### src/rtl/mem_stage_if.sv
// mem_stage_if: req/ack data-memory bus between the memory stage and data memory.
interface mem_stage_if;
    logic        mem_req;
    logic        mem_we;
    logic [31:0] mem_addr;
    logic [31:0] mem_wdata;
    logic [3:0]  mem_be;
    logic        mem_ack;
    logic [31:0] mem_rdata;
    modport master (output mem_req, mem_we, mem_addr, mem_wdata, mem_be, input mem_ack, mem_rdata);
    modport slave  (input mem_req, mem_we, mem_addr, mem_wdata, mem_be, output mem_ack, mem_rdata);
endinterface

### src/rtl/mem_stage.sv
// mem_stage: pipeline memory stage; word/byte loads and stores over a req/ack bus,
// stalls the front end while an access is outstanding, resolves branches.
module mem_stage #(
    parameter int TIMEOUT = 16
) (
    input  logic               clk,
    input  logic               reset,
    input  logic [31:0]        address_in,
    input  logic [31:0]        next_pc_in,
    input  logic               ALU_zero_in,
    input  logic [31:0]        data_in,
    input  logic [5:0]         control_in,
    input  logic [4:0]         rgD_index_in,
    mem_stage_if.master        mem,
    output logic               stall,
    output logic               branch_taken,
    output logic [31:0]        branch_target,
    output logic [31:0]        wb_data,
    output logic [4:0]         wb_rd,
    output logic               wb_reg_write,
    output logic               mem_error
);
    typedef enum logic [1:0] {IDLE, BUSY, DONE} state_t;
    state_t      r_state, w_next;
    logic [7:0]  r_cnt;
    logic [31:0] r_addr, r_wdata, r_load;
    logic [3:0]  r_be;
    logic        r_we, r_err;
    logic        w_mem_op, w_misaligned, w_timeout;
    logic [7:0]  w_byte;
    logic [31:0] w_rdata_fmt;

    assign w_mem_op     = control_in[0] | control_in[1];
    assign w_misaligned = ~control_in[2] & (address_in[1:0] != 2'b00);
    assign w_timeout    = ~mem.mem_ack & (r_cnt == 8'(TIMEOUT - 1));
    // EX/M is frozen while stalled, so the live address still selects the load lane
    assign w_byte       = mem.mem_rdata[{address_in[1:0], 3'b000} +: 8];
    assign w_rdata_fmt  = control_in[2] ? {{24{w_byte[7]}}, w_byte} : mem.mem_rdata;

    always_ff @(posedge clk or posedge reset) begin
        if (reset) r_state <= IDLE;
        else       r_state <= w_next;
    end

    always_comb begin
        w_next = (r_state == IDLE) ? (w_mem_op ? (w_misaligned ? DONE : BUSY) : IDLE) :
                 (r_state == BUSY) ? ((mem.mem_ack | w_timeout) ? DONE : BUSY) : IDLE;
    end

    always_ff @(posedge clk or posedge reset) begin
        if (reset) begin
            r_cnt   <= '0;
            r_addr  <= '0;
            r_wdata <= '0;
            r_load  <= '0;
            r_be    <= '0;
            r_we    <= 1'b0;
            r_err   <= 1'b0;
        end else begin
            if (r_state == IDLE && w_mem_op) begin
                if (w_misaligned) begin
                    r_err  <= 1'b1;
                    r_load <= '0;
                end else begin
                    r_addr  <= {address_in[31:2], 2'b00};
                    r_we    <= control_in[1];
                    r_be    <= control_in[2] ? 4'b0001 << address_in[1:0] : 4'hF;
                    r_wdata <= control_in[2] ? {4{data_in[7:0]}} : data_in;
                    r_cnt   <= '0;
                end
            end
            if (r_state == BUSY) begin
                if (mem.mem_ack) r_load <= w_rdata_fmt;
                else if (w_timeout) begin
                    r_err  <= 1'b1;
                    r_load <= '0;
                end else r_cnt <= r_cnt + 8'd1;
            end
        end
    end

    always_comb begin
        stall        = (r_state == BUSY) | ((r_state == IDLE) & w_mem_op);
        wb_reg_write = control_in[4] & ~stall;
        wb_data      = (control_in[0] & control_in[5]) ? r_load : address_in;
    end

    assign mem.mem_req    = (r_state == BUSY);
    assign mem.mem_we     = r_we;
    assign mem.mem_addr   = r_addr;
    assign mem.mem_wdata  = r_wdata;
    assign mem.mem_be     = r_be;
    assign mem_error      = r_err;
    assign branch_taken   = control_in[3] & ALU_zero_in;
    assign branch_target  = next_pc_in;
    assign wb_rd          = rgD_index_in;
endmodule
### src/flat_wrapper.sv
// flat-port wrapper written by rule: the top's interface ports become plain ports
module mem_stage_flat 
#(
    parameter int TIMEOUT = 16
)
  (clk, reset, address_in, next_pc_in, ALU_zero_in, data_in, control_in, rgD_index_in, stall, branch_taken, branch_target, wb_data, wb_rd, wb_reg_write, mem_error, mem_mem_req, mem_mem_we, mem_mem_addr, mem_mem_wdata, mem_mem_be, mem_mem_ack, mem_mem_rdata);
  mem_stage_if mem_i ();
  input  logic clk;
  input  logic reset;
  input  logic [31:0] address_in;
  input  logic [31:0] next_pc_in;
  input  logic ALU_zero_in;
  input  logic [31:0] data_in;
  input  logic [5:0] control_in;
  input  logic [4:0] rgD_index_in;
  output logic stall;
  output logic branch_taken;
  output logic [31:0] branch_target;
  output logic [31:0] wb_data;
  output logic [4:0] wb_rd;
  output logic wb_reg_write;
  output logic mem_error;
  output wire logic [$bits(mem_i.mem_req)-1:0] mem_mem_req;
  output wire logic [$bits(mem_i.mem_we)-1:0] mem_mem_we;
  output wire logic [$bits(mem_i.mem_addr)-1:0] mem_mem_addr;
  output wire logic [$bits(mem_i.mem_wdata)-1:0] mem_mem_wdata;
  output wire logic [$bits(mem_i.mem_be)-1:0] mem_mem_be;
  input wire logic [$bits(mem_i.mem_ack)-1:0] mem_mem_ack;
  input wire logic [$bits(mem_i.mem_rdata)-1:0] mem_mem_rdata;
  assign mem_mem_req = mem_i.mem_req;
  assign mem_mem_we = mem_i.mem_we;
  assign mem_mem_addr = mem_i.mem_addr;
  assign mem_mem_wdata = mem_i.mem_wdata;
  assign mem_mem_be = mem_i.mem_be;
  assign mem_i.mem_ack = mem_mem_ack;
  assign mem_i.mem_rdata = mem_mem_rdata;
  mem_stage #(.TIMEOUT(TIMEOUT)) u_core (.clk(clk), .reset(reset), .address_in(address_in), .next_pc_in(next_pc_in), .ALU_zero_in(ALU_zero_in), .data_in(data_in), .control_in(control_in), .rgD_index_in(rgD_index_in), .mem(mem_i), .stall(stall), .branch_taken(branch_taken), .branch_target(branch_target), .wb_data(wb_data), .wb_rd(wb_rd), .wb_reg_write(wb_reg_write), .mem_error(mem_error));
endmodule
### config.mk
export PLATFORM = sky130hd
export DESIGN_NAME = mem_stage_flat
export DESIGN_NICKNAME = d
export VERILOG_FILES = /design/src/rtl/mem_stage_if.sv /design/src/rtl/mem_stage.sv /design/src/flat_wrapper.sv
export SDC_FILE = /design/constraint.sdc
export NUM_CORES = 1
export LEC_CHECK = 0
export BUFFER_PORTS_ARGS = -buffer_cell sky130_fd_sc_hd__buf_2
export CAP_MARGIN = 20
export CORE_MARGIN = 1.5
export CORE_UTILIZATION = 40
export DETAILED_ROUTE_END_ITERATION = 10
export GPL_TIMING_DRIVEN = 0
export PLACE_DENSITY = 0.72
export SLEW_MARGIN = 20
export SYNTH_ARGS = -nofsm -noshare
export SYNTH_HDL_FRONTEND = slang
export SYNTH_SLANG_ARGS = --single-unit
### constraint.sdc
create_clock -name clk -period 6.9 [get_ports clk]
set_input_delay 0.69 -clock clk [delete_from_list [all_inputs] [get_ports clk]]
set_output_delay 0.69 -clock clk [all_outputs]
set_load 0.02 [all_outputs]
==> flow_metrics.py, run 1 <==
metrics = {
    "outcome": {
        "outcome": "finished clean",
    },
    "timing": {
        "period_needed_ns": 2.84,
        "slew_violations": 0,
        "setup_viol": 0,
        "fmax_mhz": 352,
        "final.setup.worst_slack_ns": 4.06,
        "tightest_slew_ns": 0.768,
        "fin_skew_ns": 0.00729,
        "worst_slew_margin_rel_pct": 48.8,
        "totalNegativeSetupSlack_ns": 0,
        "layout_worst_path_cycle_share_pct": 41.2,
        "rsz0062_at_grt": "false",
        "timing_hold_violations_final": 0,
    },
    "power_and_ir_drop": {
        "static-leakage-power_nw": 3.67,
        "fin_total_pwr_mw": 2.88,
        "power.density_mw_per_mm2": 394,
        "peakVddDrop_v": 0.000226,
    },
    "die": {
        "design.core.area_mm2": 0.0133,
        "horiz_die_dim_um": 121,
        "die-area_mm2": 0.0145,
        "io-pin-count": 286,
        "chipHeight_um": 121,
        "std_cell_rows": 42,
        "initial_core_util_pct": 41.5,
    },
    "clock_tree": {
        "cts-resized-gates": 0,
        "clock_insertion_delay_at_the_later_pin_of_the_skew_report_ns": 0.34,
        "clock-root-buffer": "sky130_fd_sc_hd__clkbuf_16",
        "cts.sinks": 110,
        "cts_max_path_buffers": 2,
        "postCtsSetupBuffers": 0,
        "htree_levels": 3,
        "cts_tree": "done",
        "cts_inserted_buffers": 9,
        "clkTransAtPathRegs_ns": 0.07,
        "cts_hold_repair.buffers": 0,
    },
    "synth": {
        "ys_async_sr_fraction_pct": 100,
        "synth_ff_type": "sky130_fd_sc_hd__dfrtp_1",
        "synthesis.area_per_instance_um2": 11.5,
        "post_synthesis_sequential_area_ratio_pct": 49.7,
        "synth.ff_latch_count": 110,
        "ys.warnings.count": 0,
        "synth.lib_cells_used.distinct": 44,
        "yosys-top-cells-area": "sky130_fd_sc_hd__dfrtp_1 (50%), sky130_fd_sc_hd__mux2_2 (14%), sky130_fd_sc_hd__mux2i_1 (5.6%)",
        "syn-cell-area_mm2": 0.00553,
        "synthCells": 482,
        "synth.largest_area_cell": "sky130_fd_sc_hd__dfrtp_1",
        "synth_edf_count": 0,
        "synth.cells.most_frequent": "sky130_fd_sc_hd__dfrtp_1 (110), sky130_fd_sc_hd__mux2_2 (68), sky130_fd_sc_hd__a21oi_1 (41)",
        "post-synth-top-count-cell": "sky130_fd_sc_hd__dfrtp_1",
        "yosysTopAreaCellShare_pct": 49.7,
    },
    "detailed_routing": {
        "met3_length_mm": 1.28,
        "vias_per_cell": 5.16,
        "post_drt_wl_per_cell_um": 18.0,
        "drt.antenna.violating_nets": 0,
        "remaining_drc_errors": 0,
        "detailroute.via_count": 4753,
        "dr.first_iter.drc_count": 187,
        "m1WireLength_mm": 6.75,
        "met2RoutedLength_mm": 8.32,
        "routed.top_layer": "met4",
        "detailedRoute.firstPassIterationCount": 4,
        "drt_wl_total_mm": 16.6,
    },
    "worst_setup_path": {
        "worst-r2r-cell-count": 6,
        "crit-reg2reg-capture": "u_core.r_load[21]$_DFF_PP0_",
        "startpoint_type": "primary input",
        "r2r_start": "u_core.r_cnt[0]$_DFF_PP0_",
        "reg2reg_setup_slack_ns": 4.86,
        "worst-setup-path-type": "primary input to primary output",
        "worstPathRequired_ns": 6.21,
        "path_max_fanout": 10,
        "critical_path_arrival_ns": 2.15,
        "cp_endpoint_kind": "primary output",
    },
    "global_route": {
        "global_route.overflow_total": 0,
        "largest_net_degree_at_the_start_of_global_routing": 81,
        "grt_usage_pct": 22.8,
        "grt_antenna_before_repair": 0,
        "wire_length_of_the_first_global_routing_pass_mm": 25.5,
        "via_count_of_the_first_global_routing_pass": 4862,
    },
    "placed_design": {
        "port_buffers": 245,
        "finalWeightedCongestion": 0.841,
        "post-place-cells": 905,
        "preCtsSetupSlack_ns": 4.06,
        "detailedPlacementHpwl_mm": 12.9,
    },
    "final_layout": {
        "drive_gt1_share_pct": 52.5,
        "final_net_count": 884,
        "area.growth.synth_to_final_pct": 32.2,
        "antenna-diode-count": 0,
        "fillers": 1181,
        "stdcell_count": 921,
    },
    "min_path": {
        "hold_path_class": "primary input to asynchronous set/reset pin",
    },
    "job": {
        "drv_cap": 0,
    },
}
[flip-flops by register name, indices dropped and copies added (netlist names)]
register,count
u_core.mem.mem_addr,30
u_core.r_load,32
u_core.mem.mem_wdata,32
u_core.mem.mem_we,1
u_core.mem_error,1
u_core.mem.mem_be,4
u_core.r_state,2
u_core.r_cnt,8
[layout make-up]
class                   instances  area, um2  area share, %
plain buffers                  73        440           6.02
clock buffers                  11        243           3.32
clock inverters                 5       57.6          0.787
inverters                       4       20.0          0.274
multi-input cells             296       2330           31.8
flip-flops and latches        110       2750           37.6
well taps                     176        220           3.01
repair buffers                246       1250           17.1
[per-stage QoR]
step	util [%]	cell area (um2)	hold slack [ns]
after global routing	54.8	7320	0.326
after detailed placement	52.6	7020	0.469
after floorplan	-	5540	0.452
after global placement	52.3	6980	0.462
final	54.8	7320	0.309
after CTS	54.8	7320	0.314
[cell families (layout without fill, tap and decap cells)]
kind of cell    Yosys count  after routing  synth area share (%)
fa+ha+maj                 1              1                 0.226
other cells               1              2                0.0678
compound gates          123            123                  15.0
simple gates             62             62                  5.40
mux                     104            104                  20.7
flops                   110            110                  49.7
xor+xnor                  4              4                 0.633
buf+inv                  77            339                  8.23
[cell usage in the layout, fill, tap and decap left out, drive strengths merged, types with 2 or more instances in the layout]
| cell | synthesis | final |
|---|---|---|
| and2 | 3 | 3 |
| nor2b | 2 | 2 |
| o21ai | 30 | 30 |
| nand3 | 9 | 9 |
| inv | 4 | 5 |
| buf | 61 | 307 |
| nor3b | 3 | 3 |
| mux2 | 72 | 72 |
| clkinv | 0 | 3 |
| dfrtp | 110 | 110 |
| xor2 | 2 | 2 |
| mux2i | 31 | 31 |
| nand2 | 31 | 31 |
| clkbuf | 12 | 23 |
| a22o | 2 | 2 |
| o2bb2ai | 33 | 33 |
| a211oi | 7 | 7 |
| o221ai | 2 | 2 |
| nor3 | 2 | 2 |
| xnor2 | 2 | 2 |
| a21oi | 41 | 41 |
| conb | 1 | 2 |
| nor2 | 6 | 6 |
[power by group]
part           total, mW  switching [mW]  internal [mW]
clock network      0.527           0.234          0.293
registers           1.11           0.166          0.941
logic               1.25           0.749          0.501
[how the worst max path moves through the flow]
stage                                                      to  cells after the start     startpoint  slack (ns)
after global placement    u_core.mem.mem_wdata[3]$_DFFE_PP0P_                      2          reset        2.13
after global routing                              wb_data[29]                      5  control_in[0]        3.98
after detailed placement                           wb_data[7]                      5  control_in[0]        4.06
after floorplan           u_core.mem.mem_addr[10]$_DFFE_PP0P_                      1          reset        3.31
after CTS                                         wb_data[29]                      5  control_in[0]        4.05
final                                              wb_data[7]                      5  control_in[0]        4.06
[metal layers]
metal / GRT usage, % / vias to the layer above
met5: 0 / -
met4: 5.44 / 0
met3: 6.08 / 15
met2: 40.2 / 216
met1: 27.7 / 2296
li1: - / 2226
[critical path: stages]
cell                      delay, ns
sky130_fd_sc_hd__buf_2         0.13
sky130_fd_sc_hd__nand2_1       0.22
sky130_fd_sc_hd__buf_1         0.52
sky130_fd_sc_hd__mux2_2        0.43
sky130_fd_sc_hd__buf_2         0.16
Note: power is estimated with default switching activity, not from simulation.
==> run 2, diff against run 1 <==
--- a/config.mk
+++ b/config.mk
@@ -11,7 +11,7 @@
 export CORE_UTILIZATION = 40
 export DETAILED_ROUTE_END_ITERATION = 10
 export GPL_TIMING_DRIVEN = 0
-export PLACE_DENSITY = 0.72
+export PLACE_DENSITY = 0.75
 export SLEW_MARGIN = 20
 export SYNTH_ARGS = -nofsm -noshare
 export SYNTH_HDL_FRONTEND = slang
==> constraint.sdc (replaced) <==
create_clock -name clk -period 2.6 [get_ports clk]
set_input_delay 0.26 -clock clk [delete_from_list [all_inputs] [get_ports clk]]
set_output_delay 0.26 -clock clk [all_outputs]
set_load 0.02 [all_outputs]
==> run 2 against run 1 <==
Effect of this change: the flow now finishes with violations (hold timing); count of clock-buffer cells in the layout increased by 2; first-iteration DRC count increased by 29%; critical endpoint is now u_core.r_load[28]$_DFF_PP0_; final cell count increased by 0.11%; worst setup slack got worse by 3.5 ns; global-route usage decreased by 0.52 points; power increased to 2.7 times the previous value.
==> flow_metrics.py, run 2 (synthesis results as in run 1) <==
metrics = {
    "detailed_routing": {
        "post_drt_wl_per_cell_um": 17.6,
        "drt.antenna.violating_nets": 0,
        "dr.first_iter.drc_count": 241,
        "met3_length_mm": 1.28,
        "drt_wl_total_mm": 16.2,
        "met2RoutedLength_mm": 7.99,
        "detailroute.via_count": 4742,
        "vias_per_cell": 5.14,
        "routed.top_layer": "met4",
        "m1WireLength_mm": 6.66,
        "detailedRoute.firstPassIterationCount": 4,
        "remaining_drc_errors": 0,
    },
    "worst_setup_path": {
        "startpoint_type": "flop",
        "path_max_fanout": 10,
        "cp_endpoint_kind": "flop",
        "cp.depth": 6,
        "critical_path_arrival_ns": 2.32,
        "worst-setup-path-type": "flop to flop",
        "largest_delay_contributor_family_on_the_critical_path": "compound AO/OA/AOI/OAI gates",
        "cpPeakStageDelay_ns": 0.55,
        "worst-r2r-cell-count": 6,
        "series_of_cell_instances_along_the_critical_path": "ha_1, nand4b_2, nor4_1, a221oi_2, buf_2, o2bb2ai_1",
        "slowest_cp_cell": "sky130_fd_sc_hd__a221oi_2",
        "worstPathRequired_ns": 2.85,
        "cp_num_buf_inv": 1,
    },
    "outcome": {
        "failing_checks": "hold timing",
        "outcome": "complete, but fails checks",
    },
    "timing": {
        "tightest_slew_ns": 0.744,
        "final.setup.worst_slack_ns": 0.531,
        "setup_viol": 0,
        "rsz0062_at_grt": "false",
        "slew_violations": 0,
        "layout_worst_path_cycle_share_pct": 79.6,
        "fmax_mhz": 483,
        "totalNegativeSetupSlack_ns": 0,
        "worst_slew_margin_rel_pct": 50.4,
        "period_needed_ns": 2.07,
        "timing_hold_violations_final": 7,
        "hold_ws_ns": -0.00859,
        "fin_skew_ns": 0.00781,
    },
    "final_layout": {
        "fillers": 1229,
        "multi_input_comb_area_mm2": 0.00233,
        "drive_gt1_share_pct": 52.7,
        "seqCellArea_mm2": 0.00275,
        "area.growth.synth_to_final_pct": 33.3,
        "antenna-diode-count": 0,
        "final_common_cell": "sky130_fd_sc_hd__buf_2",
        "final_cell_area_mm2": 0.00737,
        "final_net_count": 886,
        "mostFrequentLayoutCells": "sky130_fd_sc_hd__buf_2 (261), sky130_fd_sc_hd__dfrtp_1 (110), sky130_fd_sc_hd__mux2_2 (68)",
    },
    "global_route": {
        "via_count_of_the_first_global_routing_pass": 4529,
        "largest_net_degree_at_the_start_of_global_routing": 33,
        "grt_usage_pct": 22.3,
        "wire_length_of_the_first_global_routing_pass_mm": 24.6,
        "global_route.overflow_total": 0,
        "grt_antenna_before_repair": 0,
    },
    "clock_tree": {
        "cts_max_path_buffers": 2,
        "clkTransAtPathRegs_ns": 0.07,
        "htree_levels": 3,
        "cts_hold_repair.buffers": 0,
        "postCtsSetupBuffers": 0,
        "clock_insertion_delay_at_the_later_pin_of_the_skew_report_ns": 0.35,
        "cts_tree": "done",
        "clock-root-buffer": "sky130_fd_sc_hd__clkbuf_16",
        "cts-resized-gates": 0,
        "cts.sinks": 110,
        "cts_inserted_buffers": 9,
    },
    "placed_design": {
        "port_buffers": 245,
        "detailedPlacementHpwl_mm": 12.5,
        "preCtsSetupSlack_ns": 0.577,
        "finalWeightedCongestion": 0.847,
        "placedInstanceArea_mm2": 0.00706,
    },
    "power_and_ir_drop": {
        "static-leakage-power_nw": 3.69,
        "power.density_mw_per_mm2": 1050,
        "peakVddDrop_v": 0.000422,
    },
    "die": {
        "die-area_mm2": 0.0145,
        "initial_core_util_pct": 41.5,
        "horiz_die_dim_um": 121,
        "std_cell_rows": 42,
        "design.core.area_mm2": 0.0133,
        "io-pin-count": 286,
        "chipHeight_um": 121,
    },
    "job": {
        "drv_cap": 0,
    },
    "min_path": {
        "hold_path_class": "primary input to asynchronous set/reset pin",
    },
}
==> run 2: layout make-up <==
type / count / share of cell area (%)
sequential: 110 / 37.3
clock buffer: 13 / 3.80
multi-input combinational: 296 / 31.6
clock inverter: 2 / 0.526
buffer: 73 / 5.97
timing repair buffer: 248 / 17.5
inverter: 4 / 0.254
tap: 176 / 2.99
==> run 2: per-layer routing <==
| layer | global-route usage [%] | vias up |
|---|---|---|
| met5 | 0 | - |
| met4 | 8.01 | 0 |
| met3 | 5.42 | 23 |
| met2 | 37.0 | 214 |
| met1 | 28.2 | 2281 |
| li1 | - | 2224 |
==> run 2: worst paths after layout <==
kind | start | endpoint | slack (ns)
worst max-delay path | u_core.r_cnt[0]$_DFF_PP0_ | u_core.r_load[28]$_DFF_PP0_ | 0.53
worst min-delay path | reset | u_core.mem.mem_addr[24]$_DFFE_PP0P_ | -0.009
worst min register to register | u_core.mem.mem_wdata[25]$_DFFE_PP0P_ | u_core.mem.mem_wdata[25]$_DFFE_PP0P_ | 0.48
worst max register to register | u_core.r_cnt[0]$_DFF_PP0_ | u_core.r_load[28]$_DFF_PP0_ | 0.53
max in group asynchronous | reset | u_core.r_load[0]$_DFF_PP0_ | 2.03
min in group clk | address_in[20] | u_core.mem.mem_addr[20]$_DFFE_PP0P_ | 0.13
==> run 2: through the flow <==
step / util, % / hold WS, ns / power (mW) / std cells
after detailed placement: 52.9 / 0.394 / 6.31 / 907
after CTS: 55.2 / 0.0118 / 7.78 / 922
after floorplan: - / 0.392 / 5.08 / 483
final: 55.2 / -0.00859 / 7.71 / 922
after global routing: 55.2 / 0.0429 / 8.16 / 922
after global placement: 52.4 / 0.456 / 6.21 / 904
==> run 2: power breakdown <==
part	internal, mW	total (mW)	switching (mW)
Clock	0.850	1.47	0.616
Sequential	2.50	2.93	0.430
Combinational	1.34	3.32	1.98
==> run 3, diff against run 2 <==
==> constraint.sdc (replaced) <==
create_clock -name clk -period 1.65 [get_ports clk]
set_input_delay 0.165 -clock clk [delete_from_list [all_inputs] [get_ports clk]]
set_output_delay 0.165 -clock clk [all_outputs]
set_load 0.02 [all_outputs]
==> run 3 against run 2 <==
Effect of this change: the run ends with setup timing left; clock skew about the same; core utilization up 2.1 points; non-clock buffer count up 19; register-to-register slack worse by 0.63 ns; first-iteration DRC count up 15%; worst setup slack worse by 0.63 ns; die area unchanged; critical path depth down 1; via count up 0.74%; critical path type unchanged.
==> flow_metrics.py, run 3 (synthesis results as in run 1) <==
metrics = {
    "global_route": {
        "grt_usage_pct": 22.0,
        "via_count_of_the_first_global_routing_pass": 4644,
        "grt_antenna_before_repair": 0,
        "largest_net_degree_at_the_start_of_global_routing": 34,
        "global_route.overflow_total": 0,
        "wire_length_of_the_first_global_routing_pass_mm": 24.8,
    },
    "detailed_routing": {
        "detailedRoute.firstPassIterationCount": 4,
        "m1WireLength_mm": 6.82,
        "routed.top_layer": "met4",
        "post_drt_wl_per_cell_um": 17.2,
        "dr.first_iter.drc_count": 278,
        "detailroute.via_count": 4777,
        "met2RoutedLength_mm": 8.03,
        "drt_wl_total_mm": 16.2,
        "remaining_drc_errors": 0,
        "drt.antenna.violating_nets": 0,
        "vias_per_cell": 5.07,
        "met3_length_um": 922,
    },
    "power_and_ir_drop": {
        "static-leakage-power_nw": 3.83,
        "peakVddDrop_v": 0.000652,
        "power.density_mw_per_mm2": 1620,
        "fin_total_pwr_mw": 12.4,
    },
    "worst_setup_path": {
        "worstPathRequired_ns": 1.89,
        "slowest_cp_cell": "sky130_fd_sc_hd__o41ai_4",
        "worst-r2r-cell-count": 5,
        "path_max_fanout": 8,
        "startpoint_type": "flop",
        "crit-reg2reg-capture": "u_core.r_cnt[3]$_DFF_PP0_",
        "r2r_start": "u_core.r_cnt[0]$_DFF_PP0_",
        "cpPeakStageDelay_ns": 0.46,
        "worst-setup-path-type": "flop to flop",
        "series_of_cell_instances_along_the_critical_path": "ha_4, nand4b_4, o41ai_4, mux2_4, a21o_1",
        "reg2reg_setup_slack_ns": -0.10,
        "critical_path_arrival_ns": 1.99,
        "cp_endpoint_kind": "flop",
    },
    "final_layout": {
        "final_common_cell": "sky130_fd_sc_hd__buf_2",
        "antenna-diode-count": 0,
        "drive_gt1_share_pct": 55.9,
        "seqCellArea_mm2": 0.00276,
        "final_cell_area_mm2": 0.00765,
        "multi_input_comb_area_mm2": 0.00241,
        "area.growth.synth_to_final_pct": 38.3,
        "mostFrequentLayoutCells": "sky130_fd_sc_hd__buf_2 (257), sky130_fd_sc_hd__dfrtp_1 (108), sky130_fd_sc_hd__mux2_2 (67)",
        "stdcell_count": 942,
        "utilization_pct": 57.3,
        "fillers": 1208,
        "final_net_count": 905,
    },
    "clock_tree": {
        "cts.sinks": 110,
        "htree_levels": 3,
        "cts_inserted_buffers": 9,
        "clkTransAtPathRegs_ns": 0.07,
        "clock_insertion_delay_at_the_later_pin_of_the_skew_report_ns": 0.35,
        "cts_tree": "done",
        "cts_max_path_buffers": 2,
        "clock-root-buffer": "sky130_fd_sc_hd__clkbuf_16",
    },
    "min_path": {
        "worstHoldPathCells": 2,
        "endpoint_worst_hold": "u_core.mem.mem_addr[20]$_DFFE_PP0P_",
        "hold_start": "address_in[20]",
        "hold_path_class": "primary input to flop",
    },
    "timing": {
        "fmax_mhz": 571,
        "tightest_slew_ns": 0.675,
        "final.setup.worst_slack_ns": -0.102,
        "worst_slew_margin_rel_pct": 55.0,
        "fin_skew_ns": 0.00829,
        "layout_worst_path_cycle_share_pct": 106,
        "hold_ws_ns": 0.0344,
        "period_needed_ns": 1.75,
        "rsz0062_at_grt": "true",
        "timing_hold_violations_final": 0,
        "setup_viol": 40,
        "slew_violations": 0,
    },
    "die": {
        "horiz_die_dim_um": 121,
        "chipHeight_um": 121,
        "initial_core_util_pct": 41.5,
        "io-pin-count": 286,
        "design.core.area_mm2": 0.0133,
        "die-area_mm2": 0.0145,
        "std_cell_rows": 42,
    },
    "placed_design": {
        "detailedPlacementHpwl_mm": 12.4,
        "finalWeightedCongestion": 0.871,
        "port_buffers": 245,
        "placedInstanceArea_mm2": 0.00707,
        "post-place-cells": 907,
    },
    "outcome": {
        "failing_checks": "setup timing",
        "outcome": "complete, but fails checks",
    },
    "job": {
        "drv_cap": 0,
    },
}
==> run 3: cell count changes in the layout (fill, tap and decap cells not counted), moves of 2 or more <==
| cell | delta |
|---|---|
| sky130_fd_sc_hd__nand3_2 | +3 |
| sky130_fd_sc_hd__buf_2 | -4 |
| sky130_fd_sc_hd__buf_4 | +14 |
| sky130_fd_sc_hd__clkbuf_4 | +3 |
| sky130_fd_sc_hd__clkbuf_8 | -2 |
| sky130_fd_sc_hd__buf_12 | +2 |
| sky130_fd_sc_hd__nand3_1 | -3 |
| sky130_fd_sc_hd__buf_6 | +5 |
| sky130_fd_sc_hd__dfrtp_1 | -2 |
| sky130_fd_sc_hd__buf_8 | +2 |
| sky130_fd_sc_hd__dfrtp_2 | +2 |
| sky130_fd_sc_hd__clkinv_2 | +3 |
| sky130_fd_sc_hd__buf_1 | -5 |
==> run 3: through the flow <==
step           setup WS, ns  TNS [ns]
3_5_place_dp         -0.363    -21.81
5_1_grt              -0.152     -4.23
3_3_place_gp         -0.639    -89.98
4_1_cts             -0.0771    -0.102
2_1_floorplan       -0.0966    -0.141
6_report             -0.102     -1.11
==> run 3: final cells by class <==
cell class | count | share of cell area (%)
clock buffer | 11 | 3.30
tap | 176 | 2.88
clock inverter | 5 | 0.409
inverter | 4 | 0.245
timing repair buffer | 267 | 19.2
buffer | 73 | 6.48
sequential | 110 | 36.0
multi-input combinational | 296 | 31.5
==> run 3: report_power, final <==
| part | internal (mW) | switching [mW] | total (mW) |
|---|---|---|---|
| logic | 2.44 | 3.22 | 5.65 |
| registers | 3.93 | 0.702 | 4.64 |
| clock network | 1.11 | 0.995 | 2.10 |
| total | 7.48 | 4.91 | 12.4 |
==> run 3: metal layers <==
metal | up-vias | global-route usage, %
li1 | 2266 | -
met1 | 2301 | 28.1
met2 | 178 | 36.5
met3 | 32 | 4.34
met4 | 0 | 9.19
met5 | - | 0
==> run 3: critical path: cells and delay by family, from the launching register on <==
family                     cells  cell delay [ns]
adders and majority gates      1             0.17
DFF                            1             0.40
AOI/OAI and AO/OA              2             0.61
muxes                          1             0.34
and+or+nand+nor                1             0.12
==> run 3: what timing repair did <==
item | 4_1_cts | 5_1_grt
endpoints found under the hold margin | 22 | 0
buffers inserted | 10 | 6
hold buffers | 1 | 0
pin swaps | 6 | 3
gates cloned | 0 | 2
setup endpoints to repair | 101 | 80
gates resized for setup | 18 | 20
==> run 3: how the worst max path moves through the flow <==
stage | slack [ns] | cells past startpoint | start | endpoint
finish | -0.10 | 5 | u_core.r_cnt[0]$_DFF_PP0_ | u_core.r_cnt[3]$_DFF_PP0_
global route | -0.15 | 5 | u_core.r_cnt[0]$_DFF_PP0_ | u_core.r_cnt[3]$_DFF_PP0_
global placement | -0.64 | 2 | reset | u_core.mem.mem_addr[13]$_DFFE_PP0P_
floorplan | -0.1 | 5 | u_core.r_cnt[0]$_DFF_PP0_ | u_core.r_cnt[3]$_DFF_PP0_
detailed placement | -0.36 | 6 | address_in[0] | u_core.r_load[7]$_DFF_PP0_
CTS | -0.08 | 5 | u_core.r_cnt[0]$_DFF_PP0_ | u_core.r_cnt[3]$_DFF_PP0_
